## src/rtl/m_stage_pipe_reg.sv

```systemverilog
// ---------------------------------------------------------------------------
// m_stage_pipe_reg
//   E->M pipeline register for the 5-stage MIPS core.
//   - Carries a generic set of payload lanes (rs data, rt data, alu, ext,
//     muldiv) instead of one register per signal.
//   - Tnew arrives from E and is decremented (saturating at 0) on capture, so
//     the M stage never has to decode it.
//   - A load/store captured into M raises mem_req_o and sits in MEM_WAIT until
//     the data memory acks. While the ack is outstanding m_busy freezes the
//     upstream stages.
//
// Configuration macro:
//   M_STAGE_EXC_EN  adds exception/branch-delay tracking (e_exc, e_bd,
//                   m_exc, m_bd). A captured instruction with a non-zero
//                   exception code does not start a memory access.
//
// Ports:
//   clk        rising-edge clock
//   reset      asynchronous, active-low reset
//   e_valid    E slot holds a real instruction
//   e_instr    instruction in E
//   e_pc       PC in E
//   e_payload  LANES lanes, lane k = bits [k*DATA_W +: DATA_W]
//   e_tnew     Tnew of the instruction in E
//   e_is_mem   instruction in E is a load or store
//   stall_i    hazard unit holds M
//   flush_i    insert a bubble into M
//   mem_ack_i  data memory completes the outstanding request
//   mem_req_o  data memory request (high for the whole MEM_WAIT period)
//   m_busy     M is waiting on memory; upstream must freeze
//   m_valid    M holds a real instruction
//   m_instr    instruction in M (32'h0 for a bubble)
//   m_pc       PC in M
//   m_payload  registered payload lanes
//   m_tnew     Tnew in M
// ---------------------------------------------------------------------------
module m_stage_pipe_reg #(
   parameter int unsigned DATA_W   = 32,
   parameter int unsigned LANES    = 5,
   parameter int unsigned TNEW_W   = 3,
   parameter logic [31:0] RESET_PC = 32'h0000_3000
) (
   input  logic                    clk,
   input  logic                    reset,
   input  logic                    e_valid,
   input  logic [31:0]             e_instr,
   input  logic [31:0]             e_pc,
   input  logic [LANES*DATA_W-1:0] e_payload,
   input  logic [TNEW_W-1:0]       e_tnew,
   input  logic                    e_is_mem,
`ifdef M_STAGE_EXC_EN
   input  logic [4:0]              e_exc,
   input  logic                    e_bd,
`endif
   input  logic                    stall_i,
   input  logic                    flush_i,
   input  logic                    mem_ack_i,
   output logic                    mem_req_o,
   output logic                    m_busy,
   output logic                    m_valid,
   output logic [31:0]             m_instr,
   output logic [31:0]             m_pc,
   output logic [LANES*DATA_W-1:0] m_payload,
`ifdef M_STAGE_EXC_EN
   output logic [4:0]              m_exc,
   output logic                    m_bd,
`endif
   output logic [TNEW_W-1:0]       m_tnew
);

   localparam logic [0:0] ST_RUN      = 1'b0;
   localparam logic [0:0] ST_MEM_WAIT = 1'b1;

   logic [0:0]        state;
   logic [0:0]        state_nxt;
   logic              flush_pend;
   logic              flush_pend_nxt;
   logic              cap;
   logic              bubble;
   logic              enter_mem;
   logic [TNEW_W-1:0] tnew_dec;

   // ------------------------------------------------------------------------
   // Handshake outputs. mem_req_o is decoded from the state register, so an
   // asynchronous reset in MEM_WAIT drops it immediately.
   // ------------------------------------------------------------------------
   assign mem_req_o = (state == ST_MEM_WAIT);
   assign m_busy    = (state == ST_MEM_WAIT) && !mem_ack_i;
   assign cap       = !stall_i && !m_busy;

   // A flush seen while waiting on memory is remembered and applied at the
   // first capture after the ack, so the access itself is never abandoned.
   assign bubble    = flush_i || flush_pend;

   assign tnew_dec  = (e_tnew == '0) ? '0 : e_tnew - TNEW_W'(1);

`ifdef M_STAGE_EXC_EN
   // An excepting instruction must not touch data memory.
   assign enter_mem = e_valid && e_is_mem && !bubble && (e_exc == '0);
`else
   assign enter_mem = e_valid && e_is_mem && !bubble;
`endif

   // ------------------------------------------------------------------------
   // Next-state logic
   // ------------------------------------------------------------------------
   always_comb begin
      state_nxt      = state;
      flush_pend_nxt = flush_pend;
      if (cap) begin
         // Covers both the RUN capture and the capture on the ack edge.
         state_nxt      = enter_mem ? ST_MEM_WAIT : ST_RUN;
         flush_pend_nxt = 1'b0;
      end else if (state == ST_MEM_WAIT) begin
         if (mem_ack_i) begin
            // Ack while stalled: leave MEM_WAIT, M holds until released.
            state_nxt = ST_RUN;
         end
         if (flush_i) begin
            flush_pend_nxt = 1'b1;
         end
      end
   end

   always_ff @(posedge clk or negedge reset) begin
      if (!reset) begin
         state      <= ST_RUN;
         flush_pend <= 1'b0;
      end else begin
         state      <= state_nxt;
         flush_pend <= flush_pend_nxt;
      end
   end

   // ------------------------------------------------------------------------
   // M-stage fields
   // ------------------------------------------------------------------------
   always_ff @(posedge clk or negedge reset) begin
      if (!reset) begin
         m_valid   <= 1'b0;
         m_instr   <= '0;
         m_pc      <= RESET_PC;
         m_payload <= '0;
         m_tnew    <= '0;
      end else if (cap) begin
         m_pc <= e_pc;
         if (bubble) begin
            m_valid   <= 1'b0;
            m_instr   <= '0;
            m_payload <= '0;
            m_tnew    <= '0;
         end else begin
            m_valid   <= e_valid;
            m_instr   <= e_instr;
            m_payload <= e_payload;
            m_tnew    <= tnew_dec;
         end
      end
   end

`ifdef M_STAGE_EXC_EN
   always_ff @(posedge clk or negedge reset) begin
      if (!reset) begin
         m_exc <= '0;
         m_bd  <= 1'b0;
      end else if (cap) begin
         if (bubble) begin
            m_exc <= '0;
            m_bd  <= 1'b0;
         end else begin
            m_exc <= e_exc;
            m_bd  <= e_bd;
         end
      end
   end
`endif

endmodule

```

## config.mk

```make
export PLATFORM = sky130hd
export DESIGN_NAME = m_stage_pipe_reg
export DESIGN_NICKNAME = d
export VERILOG_FILES = /design/src/rtl/m_stage_pipe_reg.sv
export SDC_FILE = /design/constraint.sdc
export NUM_CORES = 1
export LEC_CHECK = 0
export ABC_CLOCK_PERIOD_IN_PS = 1600
export CORE_AREA = 2 2 178 180
export DETAILED_ROUTE_END_ITERATION = 6
export DIE_AREA = 0 0 180 182
export GPL_ROUTABILITY_DRIVEN = 1
export SYNTH_ARGS = -nofsm -noshare
export SYNTH_HDL_FRONTEND = slang
export SYNTH_SLANG_ARGS = --single-unit
```

## constraint.sdc

```tcl
create_clock -name clk -period 1.6 [get_ports clk]
set_input_delay 0.16 -clock clk [delete_from_list [all_inputs] [get_ports clk]]
set_output_delay 0.16 -clock clk [all_outputs]
set_load 0.005 [all_outputs]
```

# Word level (Yosys, flattened, before mapping)
# Index checks and enable logic that the tools add are counted.
totals:
  ff_bits: 230
  latchBits: 0
  mem_bits_rw: 0
  rom_bits: 0
  input_bits: 234
  out_inout_bits: 230
  word_cells: 33
  mem_count: 0
classes:
  add_sub_neg: 1
  mul: 0
  n_div: 0
  order_cmp: 0
  n_eq_ne: 0
  shift: 0
  n_mux: 12
  n_bitwise: 0
  reduce_logical: 13
ops:
  columns: ["operator", "count"]
  rows:
  - ["$mux W160", 1]
  - ["$mux W32", 1]
  - ["$mux W1", 8]
  - ["$mux W3", 2]
  - ["$logic_and A1 B1 Y1", 4]
  - ["$logic_not A1 Y1", 4]
  - ["$reduce_bool A2 Y1", 2]
  - ["$logic_not A3 Y1", 1]
  - ["$sub A3 B1 Y3 const B", 1]
  - ["$reduce_and A2 Y1", 1]
  - ["$logic_or A1 B1 Y1", 1]

# Depth between registers and ports, before layout
# Gate-level depths: netlist of the first run.
logic_depth:
  word_depth: 6
  ltp_mapped: 7
  ltp_nobuf: 5

# Worst setup path after synthesis of the first run
# No wires, ideal clock.
synth_path:
  kind: "register -> register"
  start: "reg state, in the netlist mem_req_o"
  end: "reg m_instr[0]"
  setup_time_ps: 121
  t_arrival_ps: 1523
  required_ps: 1479
  setup_slack_ps: -44
  stages_incl_launch_ff: 8
  path_buffers: 4
  period_less_slack_ps: 1644
  cell_sequence: "dfrtp_1 nor2b_1 buf_2 or2_1 buf_2 buf_2 buf_2 a22o_1"
synth_via:
  elab_chain_len: 3
synth_lines:
  columns: ["item", "line", "text"]
  rows:
  - ["start, declared", "74", "logic [0:0] state;"]
  - ["start signal, assigned", "130", "state <= state_nxt;"]
  - ["$logic_and A1 B1 Y1", "88", "assign m_busy = (state == ST_MEM_WAIT) && !mem_ack_i;"]
  - ["net m_busy", "59", "output logic m_busy,"]
  - ["$logic_not A1 Y1", "89", "assign cap = !stall_i && !m_busy;"]
  - ["$logic_and A1 B1 Y1", "89", null]
  - ["end signal, assigned", "154", "m_instr <= e_instr;"]
  - ["end, declared", "61", "output logic [31:0] m_instr,"]
# The timed path passes the listed nets, and every way through them passes these cells.
# A chain may end at the register's enable or synchronous reset.

# Worst setup path in the final report of the first run
layout_path:
  start: "reg m_payload[64]"
  end: "out m_payload[64]"
layout_rtl:
  columns: ["item", "line", "text"]
  rows:
  - ["start, declared", "63", "output logic [LANES*DATA_W-1:0] m_payload,"]
  - ["start signal, assigned", "155", "m_payload <= e_payload;"]
# No word-level cell between the ends.

==> results.toml, run 1 <==
[outcome]
status = "finished clean"

[hold_path]
hold_path_class = "primary input to asynchronous set/reset pin"

[synthesis]
synth_top_area_share_pct = 69.9
syn_area_um2 = 8160
syn-instance-count = 520
yosysWarnings = 0
synth.top_cells.by_area = "dfrtp_1 70%, a22o_1 21%, mux2_2 4.4%, buf_2 2.2%, dfstp_2 0.64%"
synth_seq_cells = 230
avgSynthCellArea_um2 = 15.7
ys_types = 17
yosysTopAreaCell = "dfrtp_1"
synth_fp_nets = 756
synth-seq-area-share_pct = 70.5

[run]
maxCapViolCount = 0

[cells_and_area]
drive_above_1_share_pct = 13.0
fin_nets = 1258
area_growth_pct = 80.1
nFillCells = 2800

[cts]
cts_max_level = 1
root_buffer = "clkbuf_16"
clk_pin_slew_worst_paths_ns = 0.06
cts_buffers = 26
insertion_delay_ns = 0.52
cts_tree = "built"
cts.sinks = 230
ctsLongestPathBuffers = 3

[floorplan]
top_level_ports = 464
placeableCoreArea_um2 = 31000
start_util_pct = 26.3
die_w_um = 180
die_h_um = 182
num_rows = 65
die_area_um2 = 32800

[global_route]
grt_usage_pct = 16.3
antenna_found_initial = 1
grt-ovfl-total = 0
grt_max_degree = 77
grt_pass1_vias = 6937
grt_pass1_wl_um = 42100

[route]
vias = 6666
drc_errors = 0
wl_um = 29300
ant_nets = 0
dr.pass1.iters = 4
drt_iter0_markers = 281
via_per_inst = 4.62
wl_per_cell_um = 20.3

[sta]
finalHoldViolations = 0
drv_slew = 0
fin_skew_ns = 0.0128
tightest_slew_ns = 0.448
final.period_utilization_pct = 97.7
holdWs_ns = 0.177
setup_violations = 0
timing.fmax_ghz = 0.640
relSlewSlack_pct = 70.2
min_period_ns = 1.56

[setup_path]
worst_path_max_delay_cell = "clkdlybuf4s50_1"
path_delay_family = "buffers and inverters"
cpPeakStageDelay_ns = 0.54
cp_num_buf_inv = 1
critical_path_arrival_ns = 1.40
required_ns = 1.44
worst-path-max-fanout = 2
startpoint_type = "flip-flop"
cp_cell_sequence = "clkdlybuf4s50_1"
end_kind = "output pin"
critPathKind = "flip-flop to output pin"

[power_and_ir_drop]
finalPower_mw = 15.4
p_leak_nw = 7.39
irDropWorstVdd_uv = 654
power_per_cell_area_nw_per_um2 = 1050

[placed_design]
portBuffers = 463
gp_congestion = 0.773
hpwl_um = 20300
[layout by cell type, fill, tap and decap left out, types with 2 or more instances in the layout]
| cell | count |
|---|---|
| buf_16 | 2 |
| dfstp_2 | 2 |
| dlymetal6s2s_1 | 58 |
| clkinv_2 | 4 |
| inv_1 | 2 |
| dlygate4sd2_1 | 42 |
| nor2_1 | 2 |
| buf_4 | 32 |
| or2_4 | 3 |
| clkbuf_16 | 32 |
| mux2_2 | 32 |
| dfrtp_1 | 228 |
| ha_1 | 2 |
| clkbuf_8 | 4 |
| a22o_1 | 196 |
| buf_6 | 8 |
| buf_12 | 8 |
| clkdlybuf4s50_1 | 361 |
| clkbuf_1 | 10 |
[repair_timing]
item,CTS,global route
gates cloned,0,12
endpoints found under the setup margin,92,271
hold buffers,1,0
endpoints found under the hold margin,216,0
buffers inserted,1,9
pin swaps,0,8
gates resized for setup,46,69
[flip-flops by register name, indices dropped and copies added, names as in the netlist]
signal      count
m_pc           32
m_payload     160
m_instr        32
mem_req_o       1
m_valid         1
m_tnew          3
flush_pend      1
[cells by family (layout without fill, tap and decap cells)]
| group | count (synthesis) | after routing | share of synthesized area, % |
|---|---|---|---|
| AOI/OAI and AO/OA | 199 | 199 | 21.3 |
| adders and majority gates | 2 | 2 | 0.307 |
| buffers and inverters | 49 | 567 | 2.81 |
| DFF | 230 | 230 | 70.5 |
| muxes | 32 | 32 | 4.41 |
| other | 0 | 1 | 0 |
| and+or+nand+nor | 8 | 10 | 0.675 |
[layout make-up]
cell class / instances / area [µm²] / area share (%)
clock buffer: 41 / 768 / 5.23
inverter: 2 / 7.51 / 0.0511
tap: 402 / 503 / 3.42
clock inverter: 5 / 50.0 / 0.340
multi-input combinational: 243 / 2210 / 15.0
antenna: 1 / 2.50 / 0.0170
sequential: 230 / 5760 / 39.2
timing repair buffer: 519 / 5410 / 36.8
[power by group]
part | switching, mW | leakage (nW) | total, mW | internal (mW)
Sequential | 0.321 | 2.96 | 6.71 | 6.39
Clock | 2.27 | 0.403 | 5.70 | 3.43
Combinational | 1.02 | 4.03 | 2.95 | 1.94
Total | 3.61 | 7.39 | 15.4 | 11.8
[through the flow]
step / setup TNS, ns / instance area [µm²] / worst slack (ns) / util, % / std cells
after floorplan: -0.571 / 8270 / -0.0224 / - / 520
after global placement: -38.93 / 13500 / -0.206 / 43.5 / 1373
after detailed placement: -31.30 / 13500 / -0.177 / 43.5 / 1373
after CTS: -0.869 / 14300 / -0.0209 / 46.0 / 1421
after global routing: -0.0311 / 14700 / -0.0128 / 47.4 / 1443
final: 0 / 14700 / 0.0376 / 47.4 / 1443
[per-layer routing]
metal	vias to the layer above	wire length (µm)	track usage (%)
li1	2999	-	-
met1	3289	12000	20.4
met2	333	14100	27.2
met3	45	2470	4.67
met4	0	680	4.78
met5	-	0	0
[Yosys cell counts]
library cell and n:
or2_1 1, nor4_4 1, clkbuf_1 11, a31o_2 1
or2_2 1, a22o_1 196, dfstp_2 2, o21ai_0 1
dfrtp_1 228, buf_2 36, a21oi_1 1, nor2_1 3
mux2_2 32, nor2b_1 1, ha_1 2, inv_1 2
nand2_1 1
[path summary, 6_finish.rpt]
check                               from              to  slack [ns]  cells after the start
min in group clk           e_payload[25]   m_payload[25]        0.23                      2
hold / removal                     reset         m_pc[6]        0.18                      2
setup reg to reg               mem_req_o  m_payload[120]        0.05                      5
hold reg to reg            m_payload[11]   m_payload[11]        0.50                      1
setup / recovery           m_payload[64]   m_payload[64]        0.04                      1
max in group asynchronous          reset   m_payload[34]        0.82                      3
(Power assumes the default switching activity.)
==> inputs of run 2 (changes only) <==
CORE_AREA = unset   (was 2 2 178 180)
CORE_UTILIZATION = 25   (was unset)
DIE_AREA = unset   (was 0 0 180 182)
SETUP_SLACK_MARGIN = 0.02   (was unset)
==> results.toml, run 2 (synthesis gave the netlist of run 1 again) <==
[sta]
drv_slew = 0
tightest_slew_ns = 0.470
fin_skew_ns = 0.0110
final.period_utilization_pct = 108
finalHoldViolations = 0
timing.fmax_ghz = 0.579
holdWs_ns = 0.165
worst_slack_ns = -0.128
min_period_ns = 1.73
relSlewSlack_pct = 68.7
rsz0062_at_grt = "yes"
setup_violations = 224

[power_and_ir_drop]
p_leak_nw = 7.67
seqPwrFrac_pct = 41.7
irDropWorstVdd_uv = 649
swShare_pct = 24.1
power.switching_mw = 3.86
combPwrFrac_pct = 18.5
intPower_mw = 12.2
power_per_cell_area_nw_per_um2 = 1060
clkPwrFrac_pct = 39.7

[placed_design]
pre_cts_ws_ns = -0.167
gp_congestion = 0.758
portBuffers = 463
dpl.cell_count = 1405
hpwl_um = 19700

[floorplan]
placeableCoreArea_um2 = 31800
die_w_um = 183
die_h_um = 183
num_rows = 65
top_level_ports = 464
start_util_pct = 25.7
die_area_um2 = 33400

[run]
maxCapViolCount = 0

[global_route]
grt-ovfl-total = 0
grt_pass1_wl_um = 41300
grt_pass1_vias = 6924
grt_usage_pct = 15.8
antenna_found_initial = 0
grt_max_degree = 118

[setup_path]
critPathKind = "flip-flop to flip-flop"
worst-path-max-fanout = 17
required_ns = 2.01
end_kind = "flip-flop"
critPathLaunch = "mem_req_o"
critical_path_arrival_ns = 2.14
r2r-start = "mem_req_o"
startpoint_type = "flip-flop"

[route]
drt_iter0_markers = 222
via_per_inst = 4.50
drc_errors = 0
ant_nets = 0
dr.pass1.iters = 4
wl_per_cell_um = 19.9
vias = 6732
wl_um = 29800

[hold_path]
hold_path_class = "primary input to asynchronous set/reset pin"

[cells_and_area]
layout_commonest_cell = "clkdlybuf4s50_1"
most-common-layout-cells = "264 x clkdlybuf4s50_1, 228 x dfrtp_1, 196 x a22o_1"
area_growth_pct = 85.6
top_regs = "m_payload x160, m_instr x32, m_pc x32"
drive_above_1_share_pct = 15.2
diodes = 0
largest_register_ffs = 160
nFillCells = 2859
seq_area_um2 = 5760
fin_nets = 1277
largest_register = "m_payload"
multi_input_area_um2 = 2240
fin_cells = 1496

[cts]
cts_max_level = 1
clk_pin_slew_worst_paths_ns = 0.06
cts_buffers = 26
root_buffer = "clkbuf_16"
ctsLongestPathBuffers = 3
insertion_delay_ns = 0.53
cts_tree = "built"
cts.sinks = 230

[outcome]
violations = "negative setup slack"
status = "finished, violations left"
[run 2: final timing paths]
kind                            slack [ns]             end  cells past startpoint
max in group asynchronous             0.76  m_payload[129]                      3
worst max register to register       -0.13        m_pc[17]                      7
worst min register to register        0.50  m_payload[111]                      1
min in group clk                      0.22  m_payload[159]                      2
worst max-delay path                 -0.13        m_pc[17]                      7
worst min-delay path                  0.17   m_payload[50]                      2
[run 2: final cells by class]
type	count	share of cell area (%)
Sequential cell	230	38.0
Multi-Input combinational cell	241	14.8
Clock inverter	13	1.26
Timing Repair Buffer	540	37.4
Tap cell	435	3.59
Clock buffer	35	4.85
Inverter	2	0.0496
[run 2: layer usage]
metal	routed length (µm)	GRT usage [%]
met1	12300	19.3
met5	0	0
met4	723	4.27
met3	2720	5.69
met2	14100	26.3
[run 2: worst max-delay path, cell delays in order (launching register included)]
cell     delay, ns
dfrtp_1       0.38
nor2b_4       0.13
buf_6         0.11
buf_6         0.11
buf_4         0.13
nor2_4        0.18
buf_12        0.20
mux2_2        0.35
[run 2: timing repair]
item,4_1_cts,5_1_grt
hold buffers,1,0
buffers inserted,6,15
resized for setup,169,76
setup endpoints to repair,172,269
hold endpoints to repair,167,0
pin swaps,2,7
cloned,0,21
[run 2: power groups by stage]
stage          clock, mW  combinational (mW)  sequential (mW)
2_1_floorplan          0               0.770             6.83
3_3_place_gp           0                2.97             6.80
3_5_place_dp           0                3.00             6.80
4_1_cts             6.56                2.75             6.70
5_1_grt             6.78                3.18             6.76
6_report            6.37                2.97             6.69
[run 2: stage by stage]
stage          instance area, µm²  power [mW]  utilization [%]  setup TNS, ns
6_report                    15100        16.0             47.6         -12.17
4_1_cts                     14400        16.0             45.2          -7.14
2_1_floorplan                8280        7.60                -         -0.571
5_1_grt                     15100        16.7             47.6         -27.49
3_5_place_dp                13600        9.80             42.7         -28.20
3_3_place_gp                13600        9.77             42.7         -21.02
==> inputs of run 3 (changes only) <==
HOLD_SLACK_MARGIN = 0.06   (was unset)
PLACE_DENSITY_LB_ADDON = 0.08   (was unset)
==> results.toml, run 3 (synthesis gave the netlist of run 1 again) <==
[outcome]
status = "finished clean"

[sta]
finalHoldViolations = 0
final.period_utilization_pct = 98.5
timing.fmax_ghz = 0.635
fin_skew_ns = 0.00851
tightest_slew_ns = 0.578
relSlewSlack_pct = 61.5
worst_slack_ns = 0.0246
setup_violations = 0
rsz0062_at_grt = "yes"
drv_slew = 0
min_period_ns = 1.58
holdWs_ns = 0.201

[global_route]
antenna_found_initial = 1
grt_use_met2_pct = 28.5
grt-ovfl-total = 0
grt_util_met1_pct = 20.5
use_met3_pct = 5.67
top_usage_layer = "met2"
grt_pass1_wl_um = 43000
grt_max_degree = 59
grt_pass1_vias = 6739
grt_usage_pct = 16.8

[route]
wl_per_cell_um = 20.1
vias = 6537
wl_um = 29800
drt_iter0_markers = 279
ant_nets = 0
via_per_inst = 4.42
drc_errors = 0
dr.pass1.iters = 4

[setup_path]
critical_path_arrival_ns = 2.03
critPathKind = "flip-flop to flip-flop"
required_ns = 2.06
reg2reg_slack_ns = 0.02
worst-path-max-fanout = 13
end_kind = "flip-flop"
startpoint_type = "flip-flop"

[cells_and_area]
diodes = 0
drive_above_1_share_pct = 13.5
most-common-layout-cells = "290 x clkdlybuf4s50_1, 228 x dfrtp_1, 196 x a22o_1"
largest_register_ffs = 160
fin_cells = 1480
area_growth_pct = 81.4
largest_register = "m_payload"
nFillCells = 2946
top_regs = "m_payload x160, m_instr x32, m_pc x32"
utilization_pct = 46.6
fin_nets = 1261
layout_commonest_cell = "clkdlybuf4s50_1"

[cts]
cts_buffers = 27
ctsLongestPathBuffers = 3
cts.sinks = 230
cts_max_level = 1
cts_tree = "built"
root_buffer = "clkbuf_16"
insertion_delay_ns = 0.52
clk_pin_slew_worst_paths_ns = 0.06

[placed_design]
dpl.cell_count = 1410
hpwl_um = 21000
gp_congestion = 0.747
portBuffers = 463
pre_cts_ws_ns = -0.220

[floorplan]
top_level_ports = 464
die_w_um = 183
start_util_pct = 25.7
num_rows = 65
die_h_um = 183
die_area_um2 = 33400
placeableCoreArea_um2 = 31800

[power_and_ir_drop]
power_per_cell_area_nw_per_um2 = 1050
finalPower_mw = 15.6
p_leak_nw = 7.63
irDropWorstVdd_uv = 850

[hold_path]
hold_path_class = "primary input to asynchronous set/reset pin"

[run]
maxCapViolCount = 0
## run 3: cell type report
class                      instances  area [µm²]  share of cell area (%)
sequential                       230        5760                    38.9
inverter                           2        7.51                  0.0507
tap                              435         544                    3.68
clock buffer                      43         816                    5.51
timing repair buffer             523        5440                    36.7
multi-input combinational        241        2190                    14.8
clock inverter                     6        58.8                   0.397
## run 3: stage by stage
step                area, µm²  TNS [ns]
floorplan                8280    -0.571
CTS                     14400         0
detailed placement      13600    -32.49
global route            14800    -0.665
global placement        13600    -26.96
finish                  14800         0
## run 3: report_power, final
part | internal, mW | switching [mW]
registers | 6.39 | 0.290
clock network | 3.63 | 2.40
logic | 1.85 | 1.03
## run 3: final timing paths
| path | start | to | cells past startpoint |
|---|---|---|---|
| setup reg to reg | mem_req_o | m_payload[18] | 7 |
| setup / recovery | mem_req_o | m_payload[18] | 7 |
| hold reg to reg | m_payload[118] | m_payload[118] | 1 |
| hold / removal | reset | m_payload[123] | 2 |
| max in group asynchronous | reset | m_pc[12] | 3 |
| min in group clk | e_payload[0] | m_payload[0] | 2 |
## run 3: repair_timing
item                                    CTS  global route
cloned                                    0             6
hold buffers                              1             0
buffers inserted                          3            12
endpoints found under the setup margin  286           239
hold endpoints to repair                217             0
pin swaps                                 0            42
resized for setup                       123            65
## run 3: critical path, stage by stage, from the launching register on
cell and delay [ns]:
dfrtp_1 0.39, nor2b_4 0.14, buf_6 0.12, nor4_4 0.21
buf_6 0.16, buf_12 0.16, clkbuf_16 0.18, a22o_1 0.13
## run 3: routing by layer
metal	part of all wire, %	vias to the layer above
met3	8.6	33
met5	0.034	-
met1	40	3214
met2	50	279
met4	2.0	2
li1	-	3009
